**src/rtl/twos_comp_pkg.sv**
```systemverilog
`default_nettype none
// ============================================================================
// Module   : twos_comp_pkg
// Brief    : Shared FSM state type for the serial two's-complement scheduler.
// Revision : 1.0 - initial release
// ============================================================================
package twos_comp_pkg;

    typedef enum logic [1:0] {
        ST_IDLE  = 2'd0,
        ST_SHIFT = 2'd1,
        ST_DONE  = 2'd2
    } state_t;

endpackage
`default_nettype wire

```
**src/rtl/rr_arbiter.sv**
```systemverilog
`default_nettype none
// ============================================================================
// Module   : rr_arbiter
// Brief    : Round-robin picker: first asserted request at or after ptr.
// Revision : 1.0 - initial release
// ============================================================================
module rr_arbiter #(
    parameter int  NREQ = 4,
    localparam int IDW  = $clog2(NREQ)
) (
    input  logic [NREQ-1:0] req,
    input  logic [IDW-1:0]  ptr,
    input  logic            en,
    output logic [NREQ-1:0] grant,
    output logic [IDW-1:0]  grant_idx
);

    logic [NREQ-1:0] w_rot;
    logic [IDW-1:0]  w_off;
    logic [IDW:0]    w_sum;
    logic            w_found;

    // Rotate so that the requester at ptr lands in bit 0.
    assign w_rot = NREQ'({req, req} >> ptr);

    always_comb begin
        w_found = 1'b0;
        w_off   = '0;
        for (int i = NREQ - 1; i >= 0; i--) begin
            if (w_rot[i]) begin
                w_found = 1'b1;
                w_off   = IDW'(i);
            end
        end
    end

    assign w_sum     = {1'b0, ptr} + {1'b0, w_off};
    assign grant_idx = (w_sum >= (IDW+1)'(NREQ)) ? IDW'(w_sum - (IDW+1)'(NREQ))
                                                 : w_sum[IDW-1:0];
    assign grant     = (en && w_found) ? (NREQ'(1) << grant_idx) : '0;

endmodule
`default_nettype wire

```
**src/rtl/twos_comp_serial_sched.sv**
```systemverilog
`default_nettype none
// ============================================================================
// Module   : twos_comp_serial_sched
// Brief    : One bit-serial negation engine shared round-robin by NREQ requesters.
// Revision : 1.0 - initial release
// ============================================================================
module twos_comp_serial_sched
    import twos_comp_pkg::*;
#(
    parameter int  WIDTH = 8,
    parameter int  NREQ  = 4,
    localparam int IDW   = $clog2(NREQ)
) (
    input  logic                  clk,
    input  logic                  rst_n,
    input  logic [NREQ-1:0]       req_valid,
    input  logic [NREQ*WIDTH-1:0] req_data,
    output logic [NREQ-1:0]       req_ready,
    output logic                  res_valid,
    output logic [WIDTH-1:0]      res_data,
    output logic                  res_ovf,
    output logic [IDW-1:0]        res_id,
    input  logic                  res_ready,
    output logic                  busy
);

    localparam int c_cnt_w = $clog2(WIDTH);
    localparam logic [c_cnt_w-1:0] c_cnt_last = c_cnt_w'(WIDTH - 1);

    state_t             r_state;
    state_t             w_state_nxt;
    logic [WIDTH-1:0]   r_shreg;
    logic [WIDTH-1:0]   r_res;
    logic [c_cnt_w-1:0] r_cnt;
    logic               r_seen;
    logic               r_ovf;
    logic [IDW-1:0]     r_id;
    logic [IDW-1:0]     r_ptr;

    logic [NREQ-1:0]    w_grant;
    logic [IDW-1:0]     w_gidx;
    logic [IDW-1:0]     w_ptr_nxt;
    logic [WIDTH-1:0]   w_operand;
    logic               w_accept;
    logic               w_b;
    logic               w_out_bit;

    rr_arbiter #(.NREQ(NREQ)) u_arb (
        .req       (req_valid),
        .ptr       (r_ptr),
        .en        (r_state == ST_IDLE),
        .grant     (w_grant),
        .grant_idx (w_gidx)
    );

    assign req_ready = w_grant;
    assign w_accept  = |w_grant;
    assign w_ptr_nxt = (w_gidx == IDW'(NREQ - 1)) ? '0 : w_gidx + IDW'(1);

    always_comb begin
        w_operand = '0;
        for (int i = 0; i < NREQ; i++) begin
            if (w_gidx == IDW'(i)) begin
                w_operand = req_data[i*WIDTH +: WIDTH];
            end
        end
    end

    // Copy bits up to and including the first 1, invert everything after it.
    assign w_b       = r_shreg[0];
    assign w_out_bit = r_seen ? ~w_b : w_b;

    always_ff @(posedge clk) begin
        if (!rst_n) r_state <= ST_IDLE;
        else        r_state <= w_state_nxt;
    end

    always_comb begin
        w_state_nxt = r_state;
        res_valid   = 1'b0;
        busy        = 1'b0;
        case (r_state)
            ST_IDLE: begin
                if (w_accept) w_state_nxt = ST_SHIFT;
            end
            ST_SHIFT: begin
                busy = 1'b1;
                if (r_cnt == c_cnt_last) w_state_nxt = ST_DONE;
            end
            ST_DONE: begin
                busy      = 1'b1;
                res_valid = 1'b1;
                if (res_ready) w_state_nxt = ST_IDLE;
            end
            default: w_state_nxt = ST_IDLE;
        endcase
    end

    always_ff @(posedge clk) begin
        if (!rst_n) begin
            r_shreg <= '0;
            r_res   <= '0;
            r_cnt   <= '0;
            r_seen  <= 1'b0;
            r_ovf   <= 1'b0;
            r_id    <= '0;
            r_ptr   <= '0;
        end else begin
            case (r_state)
                ST_IDLE: begin
                    if (w_accept) begin
                        r_shreg <= w_operand;
                        r_id    <= w_gidx;
                        r_cnt   <= '0;
                        r_seen  <= 1'b0;
                        r_ovf   <= 1'b0;
                        r_ptr   <= w_ptr_nxt;
                    end
                end
                ST_SHIFT: begin
                    r_shreg <= r_shreg >> 1;
                    r_res   <= {w_out_bit, r_res[WIDTH-1:1]};
                    r_seen  <= r_seen | w_b;
                    // Overflow only when the MSB is the first and only 1.
                    r_ovf   <= (r_cnt == c_cnt_last) ? (w_b & ~r_seen) : (r_ovf & ~w_b);
                    r_cnt   <= r_cnt + c_cnt_w'(1);
                end
                default: ;
            endcase
        end
    end

    assign res_data = r_res;
    assign res_ovf  = r_ovf;
    assign res_id   = r_id;

endmodule
`default_nettype wire

```
**config.mk**
```make
export PLATFORM = sky130hd
export DESIGN_NAME = twos_comp_serial_sched
export DESIGN_NICKNAME = d
export VERILOG_FILES = /design/src/rtl/twos_comp_pkg.sv /design/src/rtl/rr_arbiter.sv /design/src/rtl/twos_comp_serial_sched.sv
export SDC_FILE = /design/constraint.sdc
export NUM_CORES = 1
export LEC_CHECK = 0
export ABC_AREA = 1
export CAP_MARGIN = 20
export CORE_MARGIN = 2
export CORE_UTILIZATION = 49
export CTS_CLUSTER_DIAMETER = 200
export DETAILED_ROUTE_END_ITERATION = 7
export HOLD_SLACK_MARGIN = 0.12
export PLACE_DENSITY = 0.87
export SETUP_SLACK_MARGIN = 0.05
export SYNTH_ARGS = -nofsm -noshare
export SYNTH_HDL_FRONTEND = slang
export SYNTH_SLANG_ARGS = --single-unit
```
**constraint.sdc**
```tcl
create_clock -name clk -period 8.41 [get_ports clk]
set_input_delay 0.841 -clock clk [delete_from_list [all_inputs] [get_ports clk]]
set_output_delay 0.841 -clock clk [all_outputs]
set_load 0.01 [all_outputs]
```
Word level (Yosys, flattened, before mapping)

Cells that the tools add are included.

Bits in registers: 27
Output and inout bits: 17
Bits of input ports: 39
Logic and storage cells: 68

Bitwise logic cells: 5
Multiplexer cells: 30
Shift operators: 2
Reduce and logical (&&, ||, !) cells: 9
Equal/unequal tests: 9
Order comparisons: 1
Add/subtract/negate cells: 4

Operator list:

| operator                                                          | number |
|---|---|
| 8-bit two-way mux                                                 | 5 |
| 2-bit two-way mux                                                 | 9 |
| 8-bit one-hot mux with 2 select lines                             | 1 |
| 1-bit two-way mux                                                 | 9 |
| 8-bit by 2-bit >> shifter with 4-bit output                       | 1 |
| 2-bit == test, second input constant                              | 3 |
| 2-bit inequality test, second input constant                      | 3 |
| 2-bit one-hot mux with 3 select lines                             | 1 |
| 3-bit one-hot mux with 2 select lines                             | 1 |
| 2-bit by 1-bit == test with 1-bit output, second input constant   | 2 |
| 2-bit logical NOT                                                 | 2 |
| 4-bit two-way mux                                                 | 1 |
| 1-bit one-hot mux with 2 select lines                             | 2 |
| 2-bit AND reduction                                               | 2 |
| 4-bit OR reduction                                                | 1 |
| 1-bit by 2-bit left shift with 4-bit output, first input constant | 1 |
| 2-bit by 2-bit adder with 3-bit output                            | 1 |
| 3-bit by 1-bit adder with 3-bit output, second input constant     | 1 |
| 3-bit == test, second input constant                              | 1 |
| 3-bit >= comparator, second input constant                        | 1 |
| 3-bit two-way mux                                                 | 1 |
| 3-bit AND reduction                                               | 1 |
| 2-bit by 1-bit adder with 2-bit output, second input constant     | 1 |
| 1-bit AND                                                         | 2 |
| 6 further kinds                                                   | 7 |

Depth between registers and ports, before layout

Depth after elaboration: 15
Depth in mapped cells: 20

Hierarchy

A second synthesis with hierarchy kept.

Cells, all modules: 278
Area, all modules: 1798.0 µm²

By module, submodules not included:

| module                 | area each (µm²) | sequential area each (µm²) | times used | cells each |
|---|---|---|---|---|
| twos_comp_serial_sched | 1592.8          | 540.5                      | 1          | 236 |
| rr_arbiter             | 205.2           | 0.0                        | 1          | 42 |

Worst setup path after synthesis

Ideal clock, no wire load.

Kind: input to output
Start point: input req_valid[1]
End point: output req_ready[2]
Stages: 13
Arrival time: 2979 ps
Setup slack: 4590 ps
Buffers on the path: 3
Cells stage by stage: nand2_1 > nand3_1 > nand2_1 > nand3_1 > a21boi_0 > ha_1 > clkbuf_1 > inv_1 > clkbuf_1 > ha_1 > clkinv_1 > clkbuf_1 > nor2_1

Longest elaborated chain between the ends: 10
Elaborated cells between the ends (all ways): 16

Ends and longest elaborated chain:

| element                                                                                   | line                         | text |
|---|---|---|
| start, declared                                                                           | twos_comp_serial_sched.sv:16 | `input logic [NREQ-1:0] req_valid,` |
| 8-bit by 2-bit >> shifter with 4-bit output *                                             | rr_arbiter.sv:24             | `assign w_rot = NREQ'({req, req} >> ptr);` |
| 2-bit two-way mux (3 in series)                                                           | rr_arbiter.sv:30             | `if (w_rot[i]) begin` |
| 2-bit two-way mux *                                                                       | rr_arbiter.sv:30             |  |
| 2-bit by 2-bit adder with 3-bit output *                                                  | rr_arbiter.sv:37             | `assign w_sum = {1'b0, ptr} + {1'b0, w_off};` |
| 3-bit >= comparator / 2-bit by 1-bit subtractor with 2-bit output (equally long branches) | rr_arbiter.sv:38             | `assign grant_idx = (w_sum >= (IDW+1)'(NREQ)) ? IDW'(w_sum - (IDW+1)'(NREQ))` |
| 2-bit two-way mux *                                                                       | rr_arbiter.sv:38             |  |
| net u_arb.grant_idx[0]                                                                    | rr_arbiter.sv:15             | `output logic [IDW-1:0] grant_idx` |
| 1-bit by 2-bit left shift with 4-bit output *                                             | rr_arbiter.sv:40             | `assign grant = (en && w_found) ? (NREQ'(1) << grant_idx) : '0;` |
| 4-bit two-way mux *                                                                       | rr_arbiter.sv:40             |  |
| end, declared                                                                             | twos_comp_serial_sched.sv:18 | `output logic [NREQ-1:0] req_ready,` |

Mark *: on every way through the listed nets, which the timed path passes. The rest lies on a longest branch.

Worst setup path in the final report

Ends and elaborated chain as after synthesis.

==> impl_metrics.yaml <==
run_status:
  status: "completed"
power_and_ir_drop:
  p_total_mw: 1.02
  power_density_mw_per_mm2: 417
  p_leak_nw: 1.10
  irDropWorstVdd_mv: 0.259
die:
  dieArea_mm2: 0.00437
  num_rows: 22
  die_h_um: 66.1
  chipWidth_um: 66.1
  coreArea_mm2: 0.00369
  start_util_pct: 51.3
  pin_count: 56
finish:
  multi_input_area_mm2: 0.00115
  fin_area_mm2: 0.00245
  fin_util_pct: 66.5
  nNetsFinal: 380
  register_area_um2: 541
  n_antenna_cell: 0
  final_cell_count_no_fill: 379
  area_growth_pct: 29.7
  fillers: 352
  drive_above_1_share_pct: 9.06
synth:
  synth_compound_area_share_pct: 11.4
  yosysSeqAreaShare_pct: 28.6
  ys_ff_latch: 27
  yosys_warnings: 0
  muxShareOfSynthArea_pct: 0
  synth_top_family_by_area: "simple AND/OR/NAND/NOR gates"
  synth_area_mm2: 0.00189
  synth_cell_types: 33
  netlist_instances: 288
  synthSimpleGateAreaFrac_pct: 43.0
  synth_adder_area_share_pct: 5.95
  avgSynthCellArea_um2: 6.57
  syn-num-nets: 336
  synth-xor-area-share_pct: 0.463
clock_network:
  cts_hold_buf: 0
  cts_buffers: 3
  post_cts_resized: 0
  cts_setup_buffers: 0
  cts-htree-levels: 1
  clk_pin_slew_worst_paths_ns: 0.09
  cts_tree: "done"
  clock_latency_ns: 0.27
  clockBufferDepth: 2
  clock-root-buffer: "clkbuf_8"
  cts.sinks: 27
routing:
  ant_nets: 0
  dr_total_vias: 1981
  vias_per_cell: 5.23
  drtIter0Drc: 229
  firstDrtPassIters: 4
  routed_wirelength_um: 4600
  drc_errors: 0
  wl_per_cell_um: 12.1
sta:
  rsz0062_at_grt: "false"
  hold-worst-slack_ns: 0.491
  setup_viol: 0
  postLayoutSetupSlackWorst_ns: 3.64
  finalHoldViolCount: 0
  drv_slew: 0
  finalClockSkew_ns: 0.00126
  tightest_slew_ns: 0.735
  period_share_pct: 56.7
  fin_setup_tns_ns: 0
  fin_crit_ns: 4.77
  clock.fmax_mhz: 210
  relSlewSlack_pct: 51.0
placement:
  placed_cells: 375
  port_buffers: 55
  place_congestion: 0.903
  placed_area_mm2: 0.00241
  dpl_worst_slack_ns: 3.65
  hpwl_um: 3320
setup_path:
  worstSetupStartpointType: "primary input"
  cp.arrival_ns: 3.93
  cp.required_ns: 7.57
  reg2reg_depth: 16
  worstSetupPathType: "primary input to primary output"
  max_stage_delay_ns: 0.56
  crit_chain: "clkdlybuf4s50_1, nand2_1, nand3_1, nand2_1, nand3_1, a21boi_0, ha_1, inv_1, ha_1, clkinv_1, nor2_1, clkdlybuf4s50_1"
  end_kind: "primary output"
  cp_max_fo: 17
  cp_slowest_cell: "clkdlybuf4s50_1"
min_path:
  hold_depth: 2
  hold_path_class: "flip-flop to flip-flop"
global_routing:
  track_usage_pct: 22.1
  grt_pass1_wl_um: 7750
  grt-ovfl-total: 0
  antenna_found_initial: 0
  grt_pass1_vias: 1848
  grt_max_degree: 26
run:
  cap_violations: 0
==> synthesized netlist by cell type, drive strengths merged <==
library cell / n / area, µm²
nand3: 36 / 198
nor3: 2 / 15.0
a211oi: 1 / 12.5
o21ai: 10 / 50.0
a21boi: 1 / 7.51
nand2: 66 / 295
buf: 7 / 60.1
xnor2: 1 / 8.76
ha: 9 / 113
dfxtp: 27 / 541
clkinv: 2 / 12.5
o21a: 1 / 7.51
inv: 24 / 95.1
a21oi: 26 / 138
or2: 2 / 12.5
nand4: 15 / 93.8
nor2: 49 / 199
clkbuf: 9 / 33.8
==> cell usage in the layout (no fill, tap or decap), drive strengths merged, types with 9 or more instances in the layout <==
cell type / instances
nor2: 49
nand2: 66
o21ai: 10
nand3: 36
dfxtp: 27
a21oi: 26
clkdlybuf4s50: 55
nand4: 15
inv: 24
ha: 9
==> path summary, 6_finish.rpt <==
check	start	slack, ns	to
worst max-delay path	req_valid[1]	3.64	req_ready[2]
worst min-delay path	r_shreg[2]	0.49	r_shreg[2]
worst max register to register	r_ptr[0]	5.04	r_state[0]
worst min register to register	r_shreg[2]	0.49	r_shreg[2]
==> layout make-up <==
class / instances / share of cell area, %
clock buffers: 4 / 1.84
inverters: 26 / 4.39
multi-input cells: 219 / 46.9
flip-flops and latches: 27 / 22.0
well taps: 48 / 2.45
repair buffers: 55 / 22.4
==> critical path, delay by kind of cell <==
kind	cells	cell delay, ns
AO/OA/AOI/OAI	1	0.17
buffers and inverters	4	1.70
AND/OR/NAND/NOR	5	0.57
adder cells (fa/ha/maj)	2	0.66
==> cells by family after synthesis <==
family,after synthesis
XOR/XNOR,1
adder cells (fa/ha/maj),9
buffers and inverters,42
flip-flops,27
AO/OA/AOI/OAI,39
AND/OR/NAND/NOR,170
==> power breakdown <==
group	leakage (nW)	total, mW	switching [mW]	internal (mW)
clock network	0.0228	0.0727	0.0387	0.0340
registers	0.221	0.189	0.0253	0.164
logic	0.857	0.760	0.473	0.287
total	1.10	1.02	0.537	0.485
==> routing by layer <==
metal / routed length [µm] / global-route usage [%]
met3: 400 / 2.73
met2: 2060 / 38.4
met1: 2080 / 27.9
met4: 56 / 7.65
met5: 0 / 0
==> registers in the layout (all words and copies together) (netlist names) <==
| name | cells |
|---|---|
| r_shreg | 8 |
| res_data | 8 |
| r_cnt | 3 |
| r_ptr | 2 |
| r_state | 2 |
| res_id | 2 |
| r_seen | 1 |
| res_ovf | 1 |
Note: power is estimated with default switching activity, not from simulation.
==> RTL change, RTL diff (config.mk and constraints unchanged) <==
Encoding of `state_t`: now one-hot (3 bits for 3 states).
--- a/src/rtl/twos_comp_pkg.sv
+++ b/src/rtl/twos_comp_pkg.sv
@@ -8,6 +8,6 @@
 
-    typedef enum logic [1:0] {
-        ST_IDLE  = 2'd0,
-        ST_SHIFT = 2'd1,
-        ST_DONE  = 2'd2
+    typedef enum logic [2:0] {
+        ST_IDLE  = 3'b001,
+        ST_SHIFT = 3'b010,
+        ST_DONE  = 3'b100
     } state_t;
Formal check against the unedited RTL: same outputs for any inputs over 10 cycles, from zero or initial values and one cycle with rst_n low; not proved beyond that.
==> RTL change against the unedited design <==
Cell area decreased by 2.7%; setup slack improved by 0.13 ns; utilization increased by 3.4 points; register-to-register slack got worse by 0.16 ns; synthesized cell count decreased by 9.4%; synthesized area decreased by 5.9%; wire length decreased by 7.3%; sequential power decreased by 3%; power decreased by 11%; sequential cell count increased by 1; hold slack got worse by 0.0014 ns; critical endpoint unchanged; highest routed layer unchanged.
==> RTL change: results (changes against the unedited design) <==
The number of diodes added for antenna fixing came out at 0 (unchanged). For the share of total power in the clock network, the log shows 0.096 (+0.025). The all-layer global routing usage is 0.2173 (-0.003461).

The total CTS buffers came out at 3 (unchanged). The number of nets in the layout was 359 (-5.5%). The per-cell routed wire length was 11.99 um (-1.3%). The commonest register cell after synthesis was dfxtp_1. The path type of the worst min-delay path was register to register. The worst setup slack after placement was 3.747 ns (+0.09509 ns). The peak fanout along the critical path is 12 (-5), and the maximum level of the CTS H-tree is 1 (unchanged). The run gives 29 (-12%) as the number of unique standard cell types used by synthesis. The maximum single-stage delay on the critical path is 0.54 ns (-0.02 ns), and the fraction of layout instances using a drive strength above 1 is 0.08710 (-0.003538).

The slowest stage of the critical path belongs to the cell clkdlybuf4s50_1. For the power dissipated by switching net loads, the log shows 455.3 uW (-15%). The number of placed instances, taps included was 352 (-6.1%). The number of setup buffers added after CTS came out at 0 (unchanged). The family with the most delay on the worst path was buffers and inverters. The number of global-route vias before repair was 1,745 (-5.6%). The sequential-to-total area share from yosys stat is 0.3148 (+0.02911).

The adder-cell area share of the yosys netlist is 0.06325 (+0.003723). The wire length of the first global-routing pass is 7396 um (-4.5%). The root buffer cell chosen for the clock tree is clkbuf_4. The run gives 0.8004 (-11%) as the final RePlAce weighted congestion. The complex-gate fraction of the synthesized area is 0.2164 (+0.1027), and the total vias in the final route is 1,850 (-6.6%).

The post-synthesis xor/xnor area fraction was 0.009838 (+0.005209); the multiplexer fraction of the synthesized cell area was 0 (unchanged). For the total power consumption of the routed design, the log shows 910.8 uW (-11%). The logs give 252.5 uV (-2.4%) for the largest voltage drop on the vdd net and 0.001027 uW (-6.8%) for the static leakage.

The flow ran to the end, and the final reports show no timing, DRC or antenna violations. For the synthesized net count, the log shows 309 (-8.0%). The tools report the sequential power as 184 uW (-3%). Sorting the synthesized cells by area gives the leading types as dfxtp_1 31%, nand2_1 11%, nor2_1 8.6%, o21ai_0 7.9%, ha_1 6.3%. The total wirelength of the detailed-routed design was 4267 um (-7.3%); the number of buffers inserted by port buffering was 55 (unchanged).

Initial antenna violation count: 0 (unchanged). The measured slew at the worst slew-check pin was 0.9760 ns (+0.2413 ns); the fill cell total of the finished layout was 310 (-12%). The gate count after technology mapping is 261 (-9.4%), and the clock transition time at the flip-flop clock pins of the worst setup and hold paths is 0.14 ns (+0.05 ns).

The HPWL after detailed placement was 3144 um (-5.2%); the quantity of gates resized following cts was 0 (unchanged). The fraction of registers with async set/reset is 0 (unchanged). The die width came out at 64.28 um (-2.8%). The run gives 2 (unchanged) as the number of buffers on the longest clock path. By count the netlist is led by 52 x nand2_1, 41 x nor2_1, 28 x dfxtp_1, 28 x o21ai_0, 22 x inv_1. The DRC marker count from the first detailed-route iteration came out at 139 (-39%).

The setup skew after layout is 0.001513 ns (+0.0002521 ns), and the placed cell area is 2335 um^2 (-3.1%). The logs give 25 (-3.8%) for the maximum number of pins on one net before global-route repair and 0.33 ns (+0.06 ns) for the clock latency of the later-clocked register in the worst-skew pair.
## RTL change: per-layer routing
metal / vias to the layer above / track usage / part of all wire
li1: 955 / - / -
met1: 834 / 0.2625 / 0.44
met2: 57 / 0.4076 / 0.50
met5: - / 0 / 0
met4: 0 / 0.03989 / 0.0091
met3: 4 / 0.03169 / 0.052
## RTL change: final timing paths
kind                      from           end  slack (ns)  depth (start not counted)
setup / recovery  req_valid[1]  req_ready[2]        3.77                         13
setup reg to reg      r_ptr[0]    r_shreg[3]        4.88                         14
hold / removal        r_cnt[0]      r_cnt[0]        0.49                          1
hold reg to reg       r_cnt[0]      r_cnt[0]        0.49                          1
## RTL change: layout make-up
class | instances | area, um^2 | area share
well taps | 46 | 57.56 | 0.02411
multi-input cells | 199 | 1072 | 0.4492
inverters | 23 | 86.33 | 0.03616
repair buffers | 56 | 558.0 | 0.2338
clock buffers | 3 | 22.52 | 0.009434
flip-flops and latches | 28 | 560.5 | 0.2348
clock inverters | 1 | 30.03 | 0.01258
